==> config.mk <==
export PLATFORM = sky130hd
export DESIGN_NAME = button_event
export DESIGN_NICKNAME = d
export VERILOG_FILES = /design/src/rtl/button_event.sv
export SDC_FILE = /design/constraint.sdc
export NUM_CORES = 1
export LEC_CHECK = 0
export CAP_MARGIN = 0
export CORE_MARGIN = 2
export CORE_UTILIZATION = 59
export DETAILED_ROUTE_END_ITERATION = 6
export PLACE_DENSITY = 0.81
export SETUP_SLACK_MARGIN = 0.5
export SLEW_MARGIN = 20
export SYNTH_ARGS = -nofsm -noshare
export SYNTH_HDL_FRONTEND = slang
export SYNTH_SLANG_ARGS = --single-unit
==> constraint.sdc <==
create_clock -name clk -period 3.1 [get_ports clk]
set_clock_uncertainty 0.2 [all_clocks]
set_input_delay 0.62 -clock clk [delete_from_list [all_inputs] [get_ports clk]]
set_output_delay 0.62 -clock clk [all_outputs]
set_load 0.005 [all_outputs]
==> src/rtl/button_event.sv <==
// button_event: turns a debounced button level into single-cycle press,
// long-press and auto-repeat pulses. Hold timing counts tick_fast strobes.
// Optional: define BTN_RELEASE_PULSE_EN to add a one-clk release_pulse output.
module button_event #(
  parameter int LONG_TICKS   = 200,
  parameter int REPEAT_TICKS = 40
) (
  input  logic clk,
  input  logic rst,
  input  logic tick_fast,
  input  logic btn_deb,
  output logic press,
  output logic long_press,
  output logic repeat_pulse,
  output logic held
`ifdef BTN_RELEASE_PULSE_EN
  , output logic release_pulse
`endif
);

  localparam int MAX_TICKS = (LONG_TICKS > REPEAT_TICKS) ? LONG_TICKS : REPEAT_TICKS;
  localparam int CW        = $clog2(MAX_TICKS + 1);
  localparam logic [CW-1:0] LONG_LAST   = CW'(LONG_TICKS - 1);
  localparam logic [CW-1:0] REPEAT_LAST = CW'(REPEAT_TICKS - 1);

  typedef enum logic [1:0] {
    IDLE    = 2'd0,
    PRESSED = 2'd1,
    REPEAT  = 2'd2
  } state_t;

  state_t          state_reg;
  logic [CW-1:0]   count_reg;
  // A button held through reset must be released once before it counts.
  logic            armed_reg;

  // Hold FSM with registered event pulses; release always beats a terminal tick.
  always_ff @(posedge clk or posedge rst) begin
    if (rst) begin
      state_reg    <= IDLE;
      count_reg    <= '0;
      armed_reg    <= 1'b0;
      press        <= 1'b0;
      long_press   <= 1'b0;
      repeat_pulse <= 1'b0;
      held         <= 1'b0;
`ifdef BTN_RELEASE_PULSE_EN
      release_pulse <= 1'b0;
`endif
    end else begin
      press        <= 1'b0;
      long_press   <= 1'b0;
      repeat_pulse <= 1'b0;
`ifdef BTN_RELEASE_PULSE_EN
      release_pulse <= 1'b0;
`endif
      if (!btn_deb) begin
        armed_reg <= 1'b1;
      end

      case (state_reg)
        IDLE: begin
          if (armed_reg && btn_deb) begin
            state_reg <= PRESSED;
            count_reg <= '0;
            press     <= 1'b1;
            held      <= 1'b1;
          end
        end

        PRESSED: begin
          if (!btn_deb) begin
            state_reg <= IDLE;
            count_reg <= '0;
            held      <= 1'b0;
`ifdef BTN_RELEASE_PULSE_EN
            release_pulse <= 1'b1;
`endif
          end else if (tick_fast) begin
            if (count_reg == LONG_LAST) begin
              state_reg  <= REPEAT;
              count_reg  <= '0;
              long_press <= 1'b1;
            end else begin
              count_reg <= count_reg + CW'(1);
            end
          end
        end

        REPEAT: begin
          if (!btn_deb) begin
            state_reg <= IDLE;
            count_reg <= '0;
            held      <= 1'b0;
`ifdef BTN_RELEASE_PULSE_EN
            release_pulse <= 1'b1;
`endif
          end else if (tick_fast) begin
            if (count_reg == REPEAT_LAST) begin
              count_reg    <= '0;
              repeat_pulse <= 1'b1;
            end else begin
              count_reg <= count_reg + CW'(1);
            end
          end
        end

        default: begin
          state_reg <= IDLE;
          count_reg <= '0;
          held      <= 1'b0;
        end
      endcase
    end
  end

endmodule

-- Word level (Yosys, flattened, before mapping)
Index checks and enable logic that the tools add are counted.
- input port bits: 4
- output and inout port bits: 4
- word-level logic and storage cells: 51
- register bits: 15
- reduce and logical (&&, ||, !) cells: 6
- equality and inequality tests: 10
- $add $sub $neg: 1
- mux-type cells: 27
- operators with widths (operator ; number):
    $mux 8 ; 7
    $pmux 8 s3 ; 1
    $mux 1 ; 12
    $mux 2 ; 5
    $ne 3x3->1 const B ; 3
    $add 8x1->8 const B ; 1
    $eq 8x6->1 const B ; 1
    $eq 8x8->1 const B ; 1
    $ne 2x2->1 const B ; 3
    $pmux 2 s3 ; 1
    $reduce_and 4->1 ; 1
    $reduce_and 3->1 ; 1
    $eq 2x1->1 const B ; 1
    $eq 2x2->1 const B ; 1
    $logic_not 2->1 ; 1
    $pmux 1 s2 ; 1
    $reduce_and 2->1 ; 1
    $reduce_or 2->1 ; 1
    $logic_and 1x1->1 ; 1

-- Longest topological paths before layout
Gate-level depths: netlist (run 1).
- word-level depth: 5
- gate-level depth with buffers: 6
- gate-level depth less buffers: 6

-- Worst setup path after synthesis (run 1)
OpenSTA, ideal clock, no wires.
- kind: register -> register
- from: register state_reg[0]
- to: register count_reg[2]
- required time: 2.779 ns
- setup time: 0.121 ns
- clock period less this slack: 1.860 ns
- data arrival time: 1.539 ns
- path slack: 1.240 ns
- path buffers: 0
- cell stages (with the launch flop): 7
- cell sequence: dfrtp_1 -> inv_1 -> ha_1 -> or2_1 -> a21oi_2 -> o21ai_0 -> a22o_1
- longest elaborated chain between the ends: 3
- elaborated cells between the ends (all ways): 8
- classes of those cells: eq/ne: 5; mux: 1; reduce/logical: 2
- ends and longest elaborated chain (item ; line ; RTL):
    start: declaration ; 32 ; state_t state_reg;
    start signal: assignment ; 40 ; state_reg <= IDLE;
    start signal: assignment ; 64 ; state_reg <= PRESSED;
    start signal: assignment ; 73 ; state_reg <= IDLE;
    $eq 2x2->1 (tied with other cells) ; 61 ; case (state_reg)
    $ne 3x3->1 (no line) / $ne 2x2->1 (equally long branches) ; - ;
    $reduce_and 3->1 (no line) ; - ;
    end signal: assignment ; 85 ; count_reg <= count_reg + CW'(1);
    end signal: assignment ; 103 ; count_reg <= count_reg + CW'(1);
    end: declaration ; 33 ; logic [CW-1:0] count_reg;
Several ways; a longest one is shown, not always the timed one.
A chain may end at the register's enable or synchronous reset.

-- Final worst setup path (run 1)
- from: input port btn_deb
- to: register count_reg[2]
- longest elaborated chain between the ends: 3
- elaborated cells between the ends (all ways): 8
- classes of those cells: eq/ne: 3; mux: 3; reduce/logical: 2
- ends and longest elaborated chain (item ; line ; RTL):
    start: declaration ; 11 ; input logic btn_deb,
    $logic_and 1x1->1 ; 63 ; if (armed_reg && btn_deb) begin
    $ne 2x2->1 (no line) ; - ;
    $reduce_and 3->1 (no line) ; - ;
Several ways; a longest one is shown, not always the timed one.

==> metrics.txt, run 1 <==
vias per cell 6.20; Crit. End Element flip-flop; drt wl/cell 15.7 µm; worst setup path endpoint count_reg[2]; GRT overflow 0; leakage 0.000416 µW; critical path data required time 3080 ps; ys async rst share 1.00; Final setup viols 0; core box area 1490 µm²; number of flip-flops in the largest register 8; Max-slew headroom 0.618; Root Driver clkbuf_4; worst skew pair latency 290 ps; Critical Path Fanout Max 13; Initial Utilization 0.615; layout cells sized above 1 0.163; Final Hold Viols 0; R2R Path End count_reg[2]; Power Density 551 nW/µm²; row count 14; Max IR drop VDD 302 µV; Critical Path Source btn_deb; largest net degree at the start of global routing 16; CTS max path bufs 2; Worst Hold Class flip-flop to flip-flop; final RePlAce weighted congestion 0.838; Final Util 0.691; Tmin final 2360 ps; post-CTS resize count 0; Tcrit/Tclk final 0.762; # Post-CTS Setup Buffers 0; Post-Layout Cell Count 120; FF+latch count, synth 15; Yosys top cell by area dfrtp_1; Routed Antenna Nets 0; I/O Buffers 7; TNS Setup 0 ps; fillers 124; CP Launch Type input pin; Die Height 43.4 µm; clock tree from TritonCTS built; synth warn 0; all-layer global routing usage 0.221; crit path kind input pin to flip-flop; DPL Wire Length 1360 µm; initial antenna violation count 0; Main synth FF type dfrtp_1; cell with the most instances after synthesis nand2_1; Placed Cells 116; Cell variety after synth 37; Post-CTS Hold Buffers 0; Layout area overhead 12.3%; initial drt markers 26; MaxCap Viol Count 0; drt total wl 1880 µm; Worst-Margin Slew 572 ps; max frequency 0.423 GHz; Clock Sinks 15; Final nets 113; run status completed; vias in the first global route 725; global-route wire length before repair 3080 µm; Post-synth EDFFs 0; Synth top cells by count nand2_1, dfrtp_1, inv_1, nand3_1, o21ai_0; antenna cells 0; die area 1880 µm²; sequential area share after synthesis 0.410; reg-to-reg setup timing slack 1060 ps; DRT Pass-1 Iters 4; syn_nets 102; Place WS 454 ps; Reg clk slew, reported paths 90 ps; Num CTS Buffers 3; unrepaired setup endpoints after global routing no; die width 43.4 µm; H-tree depth 1; Post-Syn Area 916 µm²; area share of the largest cell type after synthesis 0.410; worst r2r src state_reg[0]; r2r worst-path depth 6; Avg Cell Area, Syn 9.74 µm²; IO Pins 8; largest cells by area after synthesis dfrtp_1, nand2_1, ha_1, nand3_1, o211ai_1; final setup margin 738 ps; Vias 744; Post-Syn Instances 94; worst endpoint data arrival time 2350 ps; DRC viols 0; fin. max-slew vios 0
==> worst min-delay path by stage <==
stage                  from           end  slack (ps)  cells past startpoint
2_1_floorplan     armed_reg     armed_reg         270                      1
3_5_place_dp      armed_reg     armed_reg         310                      1
4_1_cts           armed_reg     armed_reg         340                      1
5_1_grt           armed_reg     armed_reg         360                      1
6_report       count_reg[1]  count_reg[1]         340                      2
3_3_place_gp   count_reg[1]  count_reg[1]         300                      2
==> area by class of cell <==
type                            instances  area (µm²)  share of cell area
Multi-Input combinational cell         72         513               0.499
Sequential cell                        15         375               0.365
Timing Repair Buffer                    7        70.1              0.0681
Clock buffer                            3        22.5              0.0219
Inverter                                6        22.5              0.0219
Tap cell                               16        20.0              0.0195
Clock inverter                          1        5.00             0.00487
==> layer usage <==
metal,global-route usage,wire length (µm)
met1,0.296,931
met2,0.346,826
met3,0.0375,75
met4,0.115,45
met5,0,0
==> per-stage QoR <==
stage | power, µW | hold WS (ps) | instance area (µm²)
2_1_floorplan | 394 | 275 | 916
3_3_place_gp | 447 | 301 | 1000
3_5_place_dp | 456 | 309 | 1000
4_1_cts | 569 | 338 | 1030
5_1_grt | 602 | 359 | 1030
6_report | 566 | 341 | 1030
==> cell usage in the layout (no fill, tap or decap), types with 3 or more instances in the layout <==
| cell | count |
|---|---|
| dfrtp_1 | 15 |
| nand3_1 | 6 |
| o211ai_1 | 4 |
| ha_1 | 4 |
| nor2_1 | 4 |
| nand2_1 | 16 |
| o21ai_0 | 5 |
| clkdlybuf4s50_1 | 7 |
| clkbuf_4 | 3 |
| inv_1 | 6 |
==> report_power, final <==
part	switching, µW	internal (µW)
logic	127	93.0
registers	15.9	218
clock network	64.8	48.0
total	208	359
==> critical path, stage by stage <==
cell,delay (ps)
clkdlybuf4s50_1,740
a21boi_0,270
a21oi_2,330
o21ai_0,140
a22o_1,240
==> cells by family after synthesis <==
kind of cell,count (synthesis),synth area share
and+or+nand+nor,39,0.225
DFF,15,0.410
buffers and inverters,7,0.0300
adders and majority gates,4,0.0546
muxes,2,0.0273
AOI/OAI and AO/OA,27,0.253
Note: power is estimated with default switching activity, not from simulation.
==> run 2: changes to the inputs <==
--- a/config.mk
+++ b/config.mk
@@ -7,9 +7,9 @@
 export LEC_CHECK = 0
 export CAP_MARGIN = 0
 export CORE_MARGIN = 2
-export CORE_UTILIZATION = 59
+export CORE_UTILIZATION = 55
 export DETAILED_ROUTE_END_ITERATION = 6
-export PLACE_DENSITY = 0.81
+export PLACE_DENSITY = 0.77
 export SETUP_SLACK_MARGIN = 0.5
 export SLEW_MARGIN = 20
 export SYNTH_ARGS = -nofsm -noshare
==> constraint.sdc (replaced) <==
create_clock -name clk -period 2.4 [get_ports clk]
set_clock_uncertainty 0.2 [all_clocks]
set_input_delay 0.48 -clock clk [delete_from_list [all_inputs] [get_ports clk]]
set_output_delay 0.48 -clock clk [all_outputs]
set_load 0.005 [all_outputs]
==> run 2 against run 1 <==
  * Global-route usage grew 2.8 points
  * Flip-flop and latch count unchanged
  * Combinational power rose by 95%
  * Register-to-register slack worse by 580 ps
  * Critical path depth rose by 2
  * Non-clock buffer count increased by 9
  * Core utilization is 8.5 points higher
  * Sequential power is 31% higher
  * Wire length is 27% higher
  * Largest cell class unchanged
  * Count of clock-buffer cells in the layout up 1
  * Highest routed layer unchanged
  * Sequential share of layout area fell by 5.1 points
==> metrics.txt, run 2 (synthesis gave the netlist of run 1 again) <==
die width 44.8 µm (+3.2%); Post-CTS Hold Buffers 0 (unchanged); vias in the first global route 723 (-0.28%); worst endpoint data arrival time 1920 ps (-430 ps); Routed Antenna Nets 0 (unchanged); MaxCap Viol Count 0 (unchanged); DRC viols 0 (unchanged); IO Pins 8 (unchanged); critical path data required time 2400 ps (-680 ps); H-tree depth 1 (unchanged); Critical Path Source state_reg[1]; Final Hold Viols 0 (unchanged); global-route wire length before repair 3570 µm (+16%); Layout area overhead 30.6%; Max-slew headroom 0.612 (-0.00616); Final Util 0.776 (+0.0852); Worst path slowest cell dfrtp_1; CTS max path bufs 2 (unchanged); DPL Wire Length 1450 µm (+6.5%); Final setup viols 0 (unchanged); fillers 100 (-19%); reg-to-reg setup timing slack 480 ps (-580 ps); layout cells sized above 1 0.336 (+0.173); Max IR drop VDD 598 µV (+98%); Num CTS Buffers 3 (unchanged); unrepaired setup endpoints after global routing yes; CP Launch Type flip-flop; R2R Path End count_reg[5]; row count 14 (unchanged); Crit. End Element flip-flop; Tcrit/Tclk final 0.799; drt wl/cell 18.5 µm (+18%); Buffers & Inverters on Critical Path 2 (+1); worst setup path endpoint count_reg[5]; initial drt markers 35 (+35%); final RePlAce weighted congestion 0.832 (-0.66%); drt total wl 2390 µm (+27%); fin. max-slew vios 0 (unchanged); run status completed; final instance area 1200 µm² (+16%); Max stage delay on crit path 440 ps (-300 ps); Tmin final 1920 ps; crit-path leading delay family flip-flops; GRT overflow 0 (unchanged); Die Height 44.8 µm (+3.2%); stages on the worst setup path 7 (+2); commonest non-fill, non-tap cell in the layout nand2_1; Worst Hold Class input pin to asynchronous set/reset pin; Root Driver clkbuf_4; die area 2010 µm² (+6.6%); antenna cells 0 (unchanged); TNS Setup 0 ps (unchanged); Area after DPL 1010 µm² (+0.75%); Reg clk slew, reported paths 100 ps (about the same); Worst-Margin Slew 581 ps (+9.22 ps); I/O Buffers 7 (unchanged); Critical Path Fanout Max 5 (-8); largest net degree at the start of global routing 16 (unchanged); commonest non-fill, non-tap cells in the layout nand2_1, dfrtp_1, buf_4, clkdlybuf4s50_1, nand3_1; Initial Utilization 0.594 (-0.0210); leakage 0.000479 µW (+15%); core box area 1540 µm² (+3.5%); DRT Pass-1 Iters 4 (unchanged); all-layer global routing usage 0.250 (+0.0281); Power Density 742 nW/µm² (+35%); critical path, cell by cell buf_6 > ha_4 > or2_4 > a21oi_4 > buf_4 > o2111ai_2 > o311ai_2; crit path kind flip-flop to flip-flop; Pwr Total 888 µW (+57%); vias per cell 6.40 (+3.2%); clock tree from TritonCTS built; max frequency 0.521 GHz; Clock Sinks 15 (unchanged); Final nets 122 (+8.0%); worst skew pair latency 290 ps (about the same); r2r worst-path depth 7 (+1); worst r2r src state_reg[1]; initial antenna violation count 0 (unchanged); number of flip-flops in the largest register 8 (unchanged); Vias 825 (+11%)
-- run 2: timing repair --
action / CTS / global route
endpoints found under the setup margin: 6 / 8
pin swaps: 2 / 1
resized for setup: 9 / 15
setup buffers: 4 / 4
endpoints found under the hold margin: 0 / 0
-- run 2: per-layer routing --
layer | GRT usage | routed length [µm] | up-vias
met5 | 0 | 0 | -
met4 | 0.0882 | 61 | 0
met3 | 0.0480 | 117 | 8
met2 | 0.394 | 1130 | 33
met1 | 0.344 | 1080 | 402
li1 | - | - | 382
-- run 2: report_power, final --
part	leakage [µW]	total [µW]	switching (µW)	internal (µW)
clock	0.0000150	154	89.6	64.6
combinational	0.000264	428	218	210
sequential	0.000199	306	24.6	282
total	0.000479	888	332	556
-- run 2: worst register-to-register path, cell delays in order (launching register included) --
cell and delay, ps:
dfrtp_1 440, buf_6 140, ha_4 170, or2_4 270, a21oi_4 210, buf_4 170
o2111ai_2 130, o311ai_2 90
-- run 2: worst min path at each step --
stage / start / slack (ps) / cells past startpoint / to
2_1_floorplan: rst / 180 / 1 / armed_reg
3_3_place_gp: count_reg[1] / 300 / 2 / count_reg[1]
3_5_place_dp: count_reg[1] / 320 / 2 / count_reg[1]
4_1_cts: count_reg[1] / 350 / 2 / count_reg[1]
5_1_grt: held / 390 / 2 / held
6_report: rst / 340 / 2 / count_reg[4]
-- run 2: cell type report --
| cell class | instances | area (µm²) | share of cell area |
|---|---|---|---|
| clock buffer | 4 | 26.3 | 0.0220 |
| inverter | 6 | 22.5 | 0.0188 |
| multi-input combinational | 72 | 608 | 0.508 |
| sequential | 15 | 375 | 0.314 |
| tap | 16 | 20.0 | 0.0167 |
| timing repair buffer | 16 | 144 | 0.120 |
-- run 2: stage by stage --
| stage | std cells | hold slack [ps] | setup WS (ps) |
|---|---|---|---|
| floorplan | 94 | 181 | 540 |
| detailed placement | 117 | 322 | 134 |
| CTS | 125 | 349 | 509 |
| global route | 129 | 391 | 435 |
| finish | 129 | 344 | 482 |
| global placement | 117 | 296 | 199 |
